[src/rtl/pq_access_arbiter.sv]
// rtl/pq_access_arbiter.sv - round-robin arbiter sharing one register-tree priority queue
// Optional saturating error counter on o_err_count: define PQ_ARB_ERR_COUNT_EN.
module pq_access_arbiter #(
  parameter int NUM_REQ       = 4,
  parameter int DATA_WIDTH    = 16,
  parameter int SETTLE_CYCLES = 2,
  localparam int ID_W         = (NUM_REQ > 1) ? $clog2(NUM_REQ) : 1
) (
  input  logic                          CLK,
  input  logic                          RSTn,
  input  logic [NUM_REQ-1:0]            i_req_valid,
  input  logic [2*NUM_REQ-1:0]          i_req_op,
  input  logic [NUM_REQ*DATA_WIDTH-1:0] i_req_data,
  output logic [NUM_REQ-1:0]            o_req_ready,
  output logic                          o_rsp_valid,
  output logic [ID_W-1:0]               o_rsp_id,
  output logic [DATA_WIDTH-1:0]         o_rsp_data,
  output logic                          o_rsp_err,
  output logic                          o_pq_wrt,
  output logic                          o_pq_read,
  output logic [DATA_WIDTH-1:0]         o_pq_data,
  input  logic                          i_pq_full,
  input  logic                          i_pq_empty,
  input  logic [DATA_WIDTH-1:0]         i_pq_data,
  output logic [7:0]                    o_err_count
);

  localparam int CW    = ID_W + 1;
  localparam int CNT_W = (SETTLE_CYCLES > 1) ? $clog2(SETTLE_CYCLES) : 1;

  typedef enum logic [1:0] {ST_IDLE = 2'd0, ST_ISSUE = 2'd1, ST_SETTLE = 2'd2} state_t;

  state_t                state_q;
  logic [ID_W-1:0]       rr_ptr_q;
  logic [ID_W-1:0]       id_q;
  logic [1:0]            op_q;
  logic [DATA_WIDTH-1:0] data_q;
  logic [CNT_W-1:0]      cnt_q;
  logic                  rsp_valid_q;
  logic [ID_W-1:0]       rsp_id_q;
  logic [DATA_WIDTH-1:0] rsp_data_q;
  logic                  rsp_err_q;

  logic                  grant_found;
  logic [ID_W-1:0]       grant_id;
  logic [CW-1:0]         cand;
  logic                  legal;
  logic                  issue_ok;

  // Search starts just above the last winner so every requester is served within NUM_REQ grants.
  always_comb begin
    grant_found = 1'b0;
    grant_id    = '0;
    cand        = '0;
    for (int i = 1; i <= NUM_REQ; i++) begin
      cand = {1'b0, rr_ptr_q} + CW'(i);
      if (cand >= CW'(NUM_REQ)) cand = cand - CW'(NUM_REQ);
      if (!grant_found && i_req_valid[cand[ID_W-1:0]]) begin
        grant_found = 1'b1;
        grant_id    = cand[ID_W-1:0];
      end
    end
  end

  always_comb begin
    o_req_ready = '0;
    if (RSTn && state_q == ST_IDLE && grant_found) o_req_ready = NUM_REQ'(1) << grant_id;
  end

  always_comb begin
    legal = 1'b0;
    case (op_q)
      2'b01:        legal = !i_pq_full;
      2'b10, 2'b11: legal = !i_pq_empty;
      default:      legal = 1'b0;
    endcase
  end

  assign issue_ok  = (state_q == ST_ISSUE) && legal;
  assign o_pq_wrt  = issue_ok && op_q[0];
  assign o_pq_read = issue_ok && op_q[1];
  assign o_pq_data = issue_ok ? data_q : '0;

  assign o_rsp_valid = rsp_valid_q;
  assign o_rsp_id    = rsp_id_q;
  assign o_rsp_data  = rsp_data_q;
  assign o_rsp_err   = rsp_err_q;

  always_ff @(posedge CLK or negedge RSTn) begin
    if (!RSTn) begin
      state_q     <= ST_IDLE;
      rr_ptr_q    <= ID_W'(NUM_REQ - 1);
      id_q        <= '0;
      op_q        <= '0;
      data_q      <= '0;
      cnt_q       <= '0;
      rsp_valid_q <= 1'b0;
      rsp_id_q    <= '0;
      rsp_data_q  <= '0;
      rsp_err_q   <= 1'b0;
    end else begin
      rsp_valid_q <= 1'b0;
      rsp_id_q    <= '0;
      rsp_data_q  <= '0;
      rsp_err_q   <= 1'b0;
      case (state_q)
        ST_IDLE: begin
          if (grant_found) begin
            id_q     <= grant_id;
            op_q     <= i_req_op[2*grant_id +: 2];
            data_q   <= i_req_data[grant_id*DATA_WIDTH +: DATA_WIDTH];
            rr_ptr_q <= grant_id;
            state_q  <= ST_ISSUE;
          end
        end
        ST_ISSUE: begin
          rsp_valid_q <= 1'b1;
          rsp_id_q    <= id_q;
          rsp_err_q   <= !legal;
          // Queue top is captured in the strobe cycle, before the CAS network reorders it.
          if (legal && op_q[1]) rsp_data_q <= i_pq_data;
          if (legal) begin
            cnt_q   <= CNT_W'(SETTLE_CYCLES - 1);
            state_q <= ST_SETTLE;
          end else begin
            state_q <= ST_IDLE;
          end
        end
        ST_SETTLE: begin
          if (cnt_q == '0) state_q <= ST_IDLE;
          else             cnt_q   <= cnt_q - 1'b1;
        end
        default: state_q <= ST_IDLE;
      endcase
    end
  end

`ifdef PQ_ARB_ERR_COUNT_EN
  logic [7:0] err_cnt_q;
  logic [7:0] err_cnt_d;

  always_comb begin
    err_cnt_d = err_cnt_q;
    if (state_q == ST_ISSUE && !legal && err_cnt_q != 8'hFF) err_cnt_d = err_cnt_q + 8'd1;
  end

  always_ff @(posedge CLK or negedge RSTn) begin
    if (!RSTn) err_cnt_q <= 8'd0;
    else       err_cnt_q <= err_cnt_d;
  end

  assign o_err_count = err_cnt_q;
`else
  assign o_err_count = 8'd0;
`endif

endmodule

[config.mk]
export PLATFORM = sky130hd
export DESIGN_NAME = pq_access_arbiter
export DESIGN_NICKNAME = d
export VERILOG_FILES = /design/src/rtl/pq_access_arbiter.sv
export SDC_FILE = /design/constraint.sdc
export NUM_CORES = 1
export LEC_CHECK = 0
export ABC_AREA = 1
export ABC_CLOCK_PERIOD_IN_PS = 3400
export CORE_AREA = 2 2 89 82
export CTS_BUF_LIST = sky130_fd_sc_hd__clkbuf_4 sky130_fd_sc_hd__clkbuf_8 sky130_fd_sc_hd__clkbuf_16
export CTS_CLUSTER_SIZE = 20
export DETAILED_ROUTE_END_ITERATION = 7
export DIE_AREA = 0 0 91 84
export PLACE_DENSITY = 0.85
export SKIP_LAST_GASP = 1
export SLEW_MARGIN = 20
export SYNTH_ARGS = -nofsm -noshare
export SYNTH_HDL_FRONTEND = slang
export SYNTH_SLANG_ARGS = --single-unit
[constraint.sdc]
create_clock -name CLK -period 3.4 [get_ports CLK]
set_input_delay 0.34 -clock CLK [delete_from_list [all_inputs] [get_ports CLK]]
set_output_delay 0.34 -clock CLK [all_outputs]
set_load 0.05 [all_outputs]
==> results of run 1 <==
## cell type report
type                            instances  share of cell area
Sequential cell                        45               0.259
Tap cell                               93              0.0267
Multi-Input combinational cell        334               0.314
Timing Repair Buffer                  142               0.331
Inverter                               50              0.0436
Clock buffer                            6              0.0175
Clock inverter                          2             0.00890
## report_power, final
| part | internal, mW | switching, mW |
|---|---|---|
| combinational | 0.962 | 2.02 |
| sequential | 0.736 | 0.106 |
| clock | 0.229 | 0.182 |
| total | 1.93 | 2.31 |
## path summary, 6_finish.rpt
check	end	slack, ns
worst max-delay path	o_req_ready[2]	0.33
worst min-delay path	data_q[11]	0.13
worst min register to register	data_q[5]	0.49
min in group CLK	data_q[5]	0.49
max in group asynchronous	rr_ptr_q[1]	2.88
worst max register to register	op_q[0]	0.91
## stage by stage
step / total power, mW / worst slack (ns) / std cells
floorplan: 3.22 / 0.468 / 459
detailed placement: 3.86 / 0.416 / 664
global route: 4.69 / 0.141 / 672
finish: 4.24 / 0.331 / 672
global placement: 3.78 / 0.486 / 664
CTS: 4.28 / 0.330 / 672
## synth_stat cells
cell,n,share of area
buf_4,10,0.026
nand2_1,223,0.29
dfstp_2,2,0.018
nor3_1,4,0.0070
nor2_4,1,0.0039
nand3_2,2,0.0070
o21ai_1,1,0.0017
inv_2,4,0.0052
nand2_2,3,0.0065
buf_6,6,0.024
conb_1,1,0.0013
inv_4,1,0.0022
clkbuf_1,3,0.0039
dfrtp_1,43,0.38
nor2_1,41,0.054
nand3_1,43,0.075
nand2_4,2,0.0079
and3_1,1,0.0022
o22ai_1,1,0.0022
buf_2,11,0.019
o21ai_0,4,0.0070
inv_1,45,0.059
## worst max-delay path, cell delays in order (launching register included)
cell and delay, ns:
dfstp_2 0.66, inv_4 0.09, nand2_1 0.06, nand2_1 0.08, nand2_1 0.12, nand2_2 0.09
nor2_4 0.11, nand3_2 0.13, nand3_2 0.35, inv_1 0.11, nor3_1 0.41, buf_12 0.20
## flip-flops by register name (all words and copies together) (netlist names), 2 cells and up
| name | count |
|---|---|
| o_rsp_data | 16 |
| state_q | 2 |
| id_q | 2 |
| data_q | 16 |
| o_rsp_id | 2 |
| rr_ptr_q | 2 |
| op_q | 2 |
## cells in the final DEF (no fill, tap or decap), types with 2 or more instances in the layout
master,Yosys,final
nor2_1,41,41
dfstp_2,2,2
buf_12,0,4
clkbuf_8,0,5
nand2_2,3,3
conb_1,1,8
clkdlybuf4s50_1,0,131
nand2_1,223,223
inv_1,45,45
dfrtp_1,43,43
nor3_1,4,4
nand3_2,2,2
o21ai_0,4,4
nand3_1,43,43
nand2_4,2,2
buf_4,10,6
inv_2,4,4
## kinds of logic (layout without fill, tap and decap cells)
kind of cell,Yosys count,count (layout),synth area share
other cells,1,8,0.00131
compound gates,6,6,0.0109
flops,45,45,0.394
buf+inv,80,200,0.139
simple gates,320,320,0.455
## per-layer routing
metal | global-route usage | share of wire
met3 | 0.0208 | 0.052
met5 | 0 | 0
met1 | 0.263 | 0.41
met2 | 0.406 | 0.52
met4 | 0.0813 | 0.019
==> flow_summary.yaml, run 1 <==
run_status:
  status: "complete, no violations"
clock_network:
  cts_setup_buffers: 0
  cts_buffer_depth: 2
  cts_root_buf: "clkbuf_8"
  cts_buffers: 5
  cts_resized: 0
  clock-sinks: 45
  htree_levels: 2
  cts_tree: "done"
  ctsHoldBuffers: 0
  insertion_delay_ns: 0.30
  clkSlewWorstSetupHoldPaths_ns: 0.09
drt:
  drc_errors: 0
  via_per_inst: 4.58
  first_pass_iters: 4
  wl_per_cell_um: 12.3
  drt_iter0_drc: 141
  vias: 3077
  wl_mm: 8.29
  ant_nets: 0
floorplanning:
  rows: 29
  die_w_um: 91
  die_area_um2: 7640
  die_h_um: 84
  core_area_um2: 6820
  pin_count: 146
  initial_core_util: 0.420
grt:
  antenna_found_initial: 0
  grt_pass1_vias: 3054
  grt_pass1_wl_mm: 13.6
  grt_max_degree: 46
  overflow: 0
  grtUsageTotal: 0.220
layout:
  num_antenna_cells: 0
  final_util: 0.639
  fin_area_um2: 4360
  num-fill-cells: 618
  multiInputGateArea_um2: 1370
  regArea_um2: 1130
  area_growth_pct: 52.0
  layout-drive-gt1-share: 0.0587
  fin_nets: 674
placed_design:
  dp_hpwl_mm: 6.17
  io_buffers: 137
  gp_congestion: 0.878
  placed_cell_area_um2: 4240
worst_setup_path:
  critical_path_required_ns: 3.06
  r2r_cells: 16
  r2r_start: "rr_ptr_q[0]"
  end_kind: "output pin"
  crit_type: "reg -> out"
  critPathArrivalTime_ns: 2.73
  critPathMaxFanout: 20
  cp-startpoint: "rr_ptr_q[0]"
  crit_path_start_kind: "flip-flop"
job:
  cap_violations: 0
timing:
  worst_pin_slew_ns: 0.829
  setup_viol: 0
  rsz0062_at_grt: "false"
  tns_ns: 0
  slew_headroom: 0.446
  max_freq_mhz: 326
  finalMaxSlewViolations: 0
  finalHoldViolCount: 0
  hold_slack_ns: 0.128
  fin_worst_skew_ns: 0.0135
  finalCriticalPeriod_ns: 3.07
  fin_crit_sh: 0.903
synthesis:
  synth.yosys.seq_area_share: 0.394
  synthCells: 452
  syn_area_um2: 2870
  ys_ff_latch: 45
  synth.distinct_cells: 22
  synth_warnings: 0
  avgSynthCellArea_um2: 6.34
pwr:
  peakVddDrop_v: 0.000668
  p_leak_nw: 2.32
  power.density_nw_per_um2: 973
worst_hold_path:
  min_path_type: "in -> async"
No activity file was read; power rests on OpenSTA's default activity.
==> run 2: changes to the inputs <==
- ABC_CLOCK_PERIOD_IN_PS: 3400 -> 3800
- CORE_AREA: 2 2 89 82 -> 2 2 84 86
- DIE_AREA: 0 0 91 84 -> 0 0 86 88
- PLACE_DENSITY: 0.85 -> 0.86
- clock period: 3.4 -> 3.8 ns (I/O delays scaled with it)
==> flow_summary.yaml, run 2 (synthesized netlist as in run 1, its figures left out) <==
run_status:
  status: "complete, no violations"
clock_network:
  cts_resized: 0
  htree_levels: 2
  cts_buffers: 5
  cts_root_buf: "clkbuf_8"
  cts_buffer_depth: 2
  clock-sinks: 45
  clkSlewWorstSetupHoldPaths_ns: 0.08
  cts_tree: "done"
  ctsHoldBuffers: 0
  insertion_delay_ns: 0.28
  cts_setup_buffers: 0
layout:
  layout-drive-gt1-share: 0.0554
  final_cell_mix: "223 x nand2_1, 132 x clkdlybuf4s50_1, 45 x inv_1"
  layout_commonest_cell: "nand2_1"
  num_antenna_cells: 0
  num-fill-cells: 586
  fin_nets: 673
  area_growth_pct: 50.3
drt:
  wl_per_cell_um: 12.0
  highest_layer: "met4"
  drt_iter0_drc: 168
  wl_mm: 7.86
  route.met2.wl_mm: 4.05
  drc_errors: 0
  via_per_inst: 4.68
  met1_length_mm: 3.28
  first_pass_iters: 4
  vias: 3077
  ant_nets: 0
  dr_wl_met3_um: 479
timing:
  rsz0062_at_grt: "false"
  finalMaxSlewViolations: 0
  setup_viol: 0
  worst_pin_slew_ns: 0.620
  max_freq_mhz: 314
  fin_ws_ns: 0.615
  fin_worst_skew_ns: 0.00213
  finalCriticalPeriod_ns: 3.18
  tns_ns: 0
  hold_slack_ns: 0.241
  slew_headroom: 0.585
  fin_crit_sh: 0.838
  finalHoldViolCount: 0
pwr:
  switching_share: 0.553
  p_seq_frac: 0.204
  power.density_nw_per_um2: 856
  cell_internal_pwr_mw: 1.65
  p_leak_nw: 2.30
  p_sw_mw: 2.04
  finalPower_mw: 3.69
  peakVddDrop_v: 0.000433
  p_comb_frac: 0.718
  pwr-share-clk: 0.078
worst_setup_path:
  crit_path_cell_trace: "inv_4 -> nand2_1 -> nand3_1 -> nand2_1 -> nor2_4 -> and3_1 -> nor2_1 -> buf_4 -> inv_1 -> nor3_1 -> buf_12"
  crit_path_start_kind: "flip-flop"
  crit_family: "simple AND/OR/NAND/NOR gates"
  slowest_stage: "dfstp_2"
  critical_path_required_ns: 3.42
  critPathMaxFanout: 21
  crit_type: "reg -> out"
  max_stage_delay_ns: 0.66
  critPathBufInv: 4
  critPathArrivalTime_ns: 2.80
  end_kind: "output pin"
  path_common_cell: "nand2_1"
floorplanning:
  pin_count: 146
  die_area_um2: 7570
  die_w_um: 86
  initial_core_util: 0.432
  die_h_um: 88
  core_area_um2: 6640
  rows: 30
worst_hold_path:
  min_path_type: "in -> async"
job:
  cap_violations: 0
placed_design:
  io_buffers: 137
  dp_hpwl_mm: 6.10
  pre_cts_ws_ns: 0.708
  gp_congestion: 0.864
grt:
  overflow: 0
  antenna_found_initial: 0
  grt_pass1_vias: 2846
  grtUsageTotal: 0.199
  grt_max_degree: 46
  grt_pass1_wl_mm: 12.3
[run 2: metrics by stage]
| step | instances | cell area (um2) | utilization |
|---|---|---|---|
| floorplan | 459 | 2890 | - |
| global placement | 650 | 4220 | 0.635 |
| detailed placement | 650 | 4220 | 0.635 |
| CTS | 658 | 4310 | 0.649 |
| global route | 658 | 4310 | 0.649 |
| finish | 658 | 4310 | 0.649 |
[run 2: power by group through the flow]
stage	clock (mW)	sequential, mW	combinational (mW)
6_report	0.287	0.752	2.65
3_3_place_gp	0	0.752	2.57
3_5_place_dp	0	0.760	2.66
5_1_grt	0.316	0.768	2.98
4_1_cts	0.296	0.751	2.67
2_1_floorplan	0	0.834	2.05
[run 2: path summary, 6_finish.rpt]
kind | startpoint | endpoint | slack, ns | cells after the start
max in group asynchronous | RSTn | rr_ptr_q[0] | 3.20 | 2
hold reg to reg | data_q[8] | data_q[8] | 0.48 | 2
hold / removal | RSTn | state_q[0] | 0.24 | 2
setup / recovery | rr_ptr_q[0] | o_req_ready[1] | 0.62 | 11
setup reg to reg | rr_ptr_q[0] | data_q[12] | 1.18 | 16
min in group CLK | data_q[8] | data_q[8] | 0.48 | 2
[run 2: worst register-to-register path, cell delays in order, from the launching register on]
cell,delay [ns]
dfstp_2,0.66
inv_4,0.10
nand2_1,0.07
nand2_1,0.08
nand2_1,0.11
nand2_2,0.09
nor2_4,0.12
nand3_2,0.11
buf_4,0.26
nand3_2,0.16
buf_4,0.35
nand2_1,0.10
nand2_1,0.09
nand2_1,0.06
nand2_1,0.11
nand2_1,0.05
nand2_1,0.06
[run 2: routing by layer]
layer,vias to the layer above,track usage
li1,1579,-
met1,1383,0.242
met2,109,0.371
met3,6,0.0311
met4,0,0.0462
met5,-,0
[run 2: layout make-up]
cell class,instances,area (um2),area share
Tap cell,80,100,0.0232
Clock buffer,7,83.8,0.0194
Inverter,50,190,0.0441
Timing Repair Buffer,141,1440,0.333
Multi-Input combinational cell,334,1370,0.317
Sequential cell,45,1130,0.262
Clock inverter,1,5.00,0.00116
